**config.mk**
```make
export PLATFORM = sky130hd
export DESIGN_NAME = sim_frame_scheduler
export DESIGN_NICKNAME = d
export VERILOG_FILES = /design/src/rtl/gravsim_pkg.sv /design/src/rtl/sync_edge_det.sv /design/src/rtl/sim_frame_scheduler.sv
export SDC_FILE = /design/constraint.sdc
export NUM_CORES = 1
export LEC_CHECK = 0
export CORE_MARGIN = 1.5
export CORE_UTILIZATION = 50
export DETAILED_ROUTE_END_ITERATION = 16
export PLACE_DENSITY = 0.87
export SYNTH_ARGS = -nofsm -noshare
export SYNTH_HDL_FRONTEND = slang
export SYNTH_SLANG_ARGS = --single-unit
```
**constraint.sdc**
```tcl
create_clock -name CLK -period 2.8 [get_ports CLK]
set_clock_uncertainty 0.15 [all_clocks]
set_input_delay 0.56 -clock CLK [delete_from_list [all_inputs] [get_ports CLK]]
set_output_delay 0.56 -clock CLK [all_outputs]
set_load 0.02 [all_outputs]
```
**src/rtl/gravsim_pkg.sv**
```systemverilog
// Shared types and default keycodes for the gravity-simulation frame scheduler.
package gravsim_pkg;

    typedef enum logic [1:0] {
        S_IDLE,
        S_START,
        S_RUN,
        S_ABORT
    } sched_state_t;

    localparam logic [7:0] KEY_PAUSE_DEF = 8'd44;
    localparam logic [7:0] KEY_STEP_DEF  = 8'd17;
    localparam logic [7:0] KEY_UP_DEF    = 8'd26;
    localparam logic [7:0] KEY_DOWN_DEF  = 8'd22;
    localparam logic [7:0] KEY_LEFT_DEF  = 8'd4;
    localparam logic [7:0] KEY_RIGHT_DEF = 8'd7;

endpackage

```
**src/rtl/sync_edge_det.sv**
```systemverilog
// Two-flop synchroniser for an asynchronous level, followed by a registered
// one-cycle pulse on its synchronised falling edge.
module sync_edge_det (
    input  logic CLK,
    input  logic RESET,
    input  logic async_in,
    output logic fall_pulse
);

    logic sync_1;
    logic sync_2;
    logic sync_prev;

    always_ff @(posedge CLK) begin
        if (RESET) begin
            sync_1     <= 1'b0;
            sync_2     <= 1'b0;
            sync_prev  <= 1'b0;
            fall_pulse <= 1'b0;
        end else begin
            sync_1     <= async_in;
            sync_2     <= sync_1;
            sync_prev  <= sync_2;
            fall_pulse <= sync_prev & ~sync_2;
        end
    end

endmodule

```
**src/rtl/sim_frame_scheduler.sv**
```systemverilog
// Frame scheduler: launches one physics run per VGA frame, with pause/step,
// overrun counting and timeout abort. Camera pan is built when SCHED_CAMERA_EN is defined.
module sim_frame_scheduler
    import gravsim_pkg::*;
#(
    parameter logic [7:0]  KEY_PAUSE   = KEY_PAUSE_DEF,
    parameter logic [7:0]  KEY_STEP    = KEY_STEP_DEF,
    parameter logic [7:0]  KEY_UP      = KEY_UP_DEF,
    parameter logic [7:0]  KEY_DOWN    = KEY_DOWN_DEF,
    parameter logic [7:0]  KEY_LEFT    = KEY_LEFT_DEF,
    parameter logic [7:0]  KEY_RIGHT   = KEY_RIGHT_DEF,
    parameter int unsigned TIMEOUT_CYC = 800000
) (
    input  logic               CLK,
    input  logic               RESET,
    input  logic               VGA_VS,
    input  logic [7:0]         keycode,
    input  logic               fsm_done,
    output logic               fsm_start,
    output logic               fsm_abort,
    output logic               paused,
    output logic               busy,
    output logic               timeout_err,
    output logic [31:0]        frame_cnt,
    output logic [15:0]        overrun_cnt,
    output logic signed [31:0] shift_x,
    output logic signed [31:0] shift_y
);

    localparam logic [31:0] TCNT_LAST = 32'(TIMEOUT_CYC - 1);

    sched_state_t state;
    logic         frame_tick;
    logic [7:0]   key_q;
    logic [7:0]   key_q2;
    logic         pause_press;
    logic         step_press;
    logic         step_pending;
    logic [31:0]  tcnt;

    sync_edge_det u_vs_sync (
        .CLK       (CLK),
        .RESET     (RESET),
        .async_in  (VGA_VS),
        .fall_pulse(frame_tick)
    );

    always_comb begin
        pause_press = (key_q == KEY_PAUSE) && (key_q2 != KEY_PAUSE);
        step_press  = (key_q == KEY_STEP)  && (key_q2 != KEY_STEP);
    end

    always_ff @(posedge CLK) begin
        if (RESET) begin
            state        <= S_IDLE;
            fsm_start    <= 1'b0;
            fsm_abort    <= 1'b0;
            paused       <= 1'b0;
            busy         <= 1'b0;
            timeout_err  <= 1'b0;
            step_pending <= 1'b0;
            frame_cnt    <= '0;
            overrun_cnt  <= '0;
            tcnt         <= '0;
            key_q        <= '0;
            key_q2       <= '0;
        end else begin
            fsm_start <= 1'b0;
            fsm_abort <= 1'b0;
            key_q     <= keycode;
            key_q2    <= key_q;

            case (state)
                S_IDLE: begin
                    if (frame_tick && (!paused || step_pending)) begin
                        state        <= S_START;
                        busy         <= 1'b1;
                        step_pending <= 1'b0;
                    end
                end
                S_START: begin
                    fsm_start <= 1'b1;
                    tcnt      <= '0;
                    state     <= S_RUN;
                end
                S_RUN: begin
                    if (frame_tick && (overrun_cnt != '1))
                        overrun_cnt <= overrun_cnt + 16'd1;
                    // Completion is checked before the timeout so a same-cycle done wins.
                    if (fsm_done) begin
                        state     <= S_IDLE;
                        busy      <= 1'b0;
                        frame_cnt <= frame_cnt + 32'd1;
                    end else if (tcnt == TCNT_LAST) begin
                        state <= S_ABORT;
                        busy  <= 1'b0;
                    end else begin
                        tcnt <= tcnt + 32'd1;
                    end
                end
                S_ABORT: begin
                    fsm_abort   <= 1'b1;
                    timeout_err <= 1'b1;
                    state       <= S_IDLE;
                end
                default: state <= S_IDLE;
            endcase

            if (step_press && paused)
                step_pending <= 1'b1;
            if (pause_press) begin
                paused <= !paused;
                if (paused)
                    step_pending <= 1'b0;
            end
        end
    end

`ifdef SCHED_CAMERA_EN
    always_ff @(posedge CLK) begin
        if (RESET) begin
            shift_x <= '0;
            shift_y <= '0;
        end else if (frame_tick) begin
            if (key_q == KEY_UP)
                shift_y <= shift_y + 32'sd1;
            else if (key_q == KEY_DOWN)
                shift_y <= shift_y - 32'sd1;
            else if (key_q == KEY_LEFT)
                shift_x <= shift_x - 32'sd1;
            else if (key_q == KEY_RIGHT)
                shift_x <= shift_x + 32'sd1;
        end
    end
`else
    // Pan keycodes have no function without the camera; they fold into a constant zero.
    localparam logic [31:0] PAN_KEYS = {KEY_UP, KEY_DOWN, KEY_LEFT, KEY_RIGHT};
    assign shift_x = PAN_KEYS & 32'h0;
    assign shift_y = '0;
`endif

endmodule

```
==> metrics.txt <==
Clock Sinks=108; Clock Latency Late Sink=0.38 ns; Die Width=107 µm; total power per unit cell area=442 nW/µm²; Max rail drop VDD=312 µV; Clock Pin Slew Worst Setup and Hold Paths=0.11 ns; WS Path Type=flip-flop to flip-flop; layout cells sized above 1=6.94%; First-pass DRT Iterations=5; post-route setup TNS=0 ns; Slew Viols, Final=0; Die H=107 µm; GR Layer Usage met2=35.4%; CTS tree=done; # Max-Cap Violations=0; fmax=394 MHz; layer carrying the most global-route usage=met2; # IOs=129; synthesized area=5430 µm²; placed cells=812; #FFs+latches synth=108; Lkg Pwr=2.19 nW; Combinational Power Share=5.5%; ys async rst share=0%; area of the multi-input gates=2820 µm²; HP Class=flip-flop to flip-flop; Port Buf Inserts=64; unrepaired setup endpoints after global routing=false; largest net degree at the start of global routing=47; vias in the first global route=4,097; final antenna-violating net count=0; GRT Overall Usage=20.1%; final setup violating endpoints=0; GRT met3 Usage=3.34%; root buffer cell=clkbuf_8; layout net count=702; Data arrival, critical path=2.69 ns; Synth Flop Type=dfxtp_1; top post-synthesis cells by area=dfxtp_1, buf_4, nor2_1, xnor2_1, nand2_1; DR WL/cell=14.0 µm; switching power=0.702 mW; worst-margin pin slew=0.725 ns; Worst EP required=2.95 ns; # hold bufs at CTS=0; Synth Instances=629; cell taking the most area after synthesis=dfxtp_1; total die area=11,500 µm²; FILL cells=899; clock tree buffer depth=2; met1 usage=24.9%; ant diodes=0; crit-path max FO=7; core region area=10,400 µm²; Final Routed Wirelength=11,600 µm; initial antenna violation count=0; Clock Power Share=37.2%; crit start category=flip-flop; dpl hpwl=8450 µm; Hold Fails Final Rpt=0; Seq/Total Area, Yosys=39.8%; GPL Wtd Cong=0.913; Congestion Overflow GR=0; mean post-synth cell area=8.64 µm²; status=complete, no violations; Seq pwr share=57.3%; FF/Latch Area=2160 µm²; setup bufs post-CTS=0; sw frac=25.8%; Resize count post-CTS=0; Final min period=2.54 ns; Layout area overhead=13.1%; Pint=2.01 mW; Num CTS Buffers=9; DRC Markers=0; vias per inst=5.56; Non-Filler Instances=828; post-synth cell types=64; # rows=37; Post-synth EDFFs=0; max_slew headroom=51.7%; Initial Util=52.1%; Vias=4,601; final critical-path share of the clock period=90.6%; Max H-tree Level=3; Yosys Warn Count=0; CP Capture Type=flip-flop; drt initial violations=440; Synth top area share=39.8%; global-route wire length before repair=18,800 µm
-- flip-flops by register name, indices dropped and copies added, names as in the netlist --
name	count
timeout_err	1
tcnt	32
u_vs_sync.sync_prev	1
u_vs_sync.sync_2	1
overrun_cnt	16
key_q	8
paused	1
u_vs_sync.fall_pulse	1
key_q2	8
fsm_abort	1
fsm_start	1
step_pending	1
state	2
frame_cnt	32
u_vs_sync.sync_1	1
busy	1
-- power by group through the flow --
| stage | clock (mW) | sequential, mW | combinational (mW) |
|---|---|---|---|
| floorplan | 0 | 1.59 | 0.189 |
| global route | 1.08 | 1.56 | 0.162 |
| finish | 1.01 | 1.56 | 0.150 |
| CTS | 1.02 | 1.56 | 0.148 |
| detailed placement | 0 | 1.59 | 0.148 |
| global placement | 0 | 1.59 | 0.145 |
-- cells in the mapped netlist (4+ instances only) --
library cell and number:
a21oi_1 25, and3_1 19, and4_1 7, buf_2 6, buf_4 65, clkbuf_1 15, dfxtp_1 108, inv_1 13
nand2_1 50, nand3_1 26, nand4_1 25, nor2_1 62, nor2b_1 20, nor3_1 19, nor4_1 10, nor4b_1 4
o211ai_1 4, o21ai_0 13, o311ai_1 4, or3_1 11, or4_1 13, xnor2_1 22, xor2_1 19
-- per-layer routing --
layer,part of all wire (%),routed length (µm)
met1,42,4880
met2,50,5780
met3,6.4,746
met4,1.8,209
met5,0,0
-- metrics by stage --
stage          worst slack [ns]  hold slack [ns]  util (%)  power (mW)  area, µm²
4_1_cts                   0.333            0.278      59.0        2.72       6140
3_5_place_dp              0.109            0.252      56.9        1.74       5930
6_report                  0.263            0.275      59.0        2.72       6140
5_1_grt                   0.109            0.311      59.0        2.80       6140
2_1_floorplan             0.706            0.240         -        1.78       5670
3_3_place_gp              0.189            0.254      56.9        1.74       5930
-- critical path, stage by stage (launching register included) --
cell and delay (ns):
dfxtp_1 0.47, nand2_1 0.15, nor3_2 0.38, and3_1 0.42, nand3_1 0.22, or4_1 0.51, o211ai_1 0.17
-- cell families (layout without fill, tap and decap cells) --
group,Yosys count,in the layout,synth area share [%]
xor+xnor,41,41,6.61
flops,108,108,39.8
other cells,1,64,0.0690
fa+ha+maj,3,3,0.691
simple gates,288,288,28.9
mux,2,2,0.392
buf+inv,105,105,12.6
compound gates,81,81,10.9
-- path summary, 6_finish.rpt --
| path | startpoint | endpoint | slack, ns | cells past startpoint |
|---|---|---|---|---|
| setup / recovery | tcnt[8] | tcnt[31] | 0.26 | 6 |
| hold / removal | u_vs_sync.sync_2 | u_vs_sync.fall_pulse | 0.28 | 1 |
| setup reg to reg | tcnt[8] | tcnt[31] | 0.26 | 6 |
| hold reg to reg | u_vs_sync.sync_2 | u_vs_sync.fall_pulse | 0.28 | 1 |
-- layout by cell type (no fill, tap or decap), types with 20 or more instances in the layout --
cell type,count
a21oi_1,25
clkdlybuf4s50_1,63
conb_1,64
dfxtp_1,108
nand2_1,50
nand3_1,26
nand4_1,25
nor2_1,62
nor2b_1,20
xnor2_1,22
-- cell type report --
class	instances	share of cell area (%)
clock buffer	9	2.02
clock inverter	7	1.41
inverter	13	0.795
multi-input combinational	479	45.9
sequential	108	35.2
tap	136	2.77
timing repair buffer	76	11.9
Note: power is estimated with default switching activity, not from simulation.
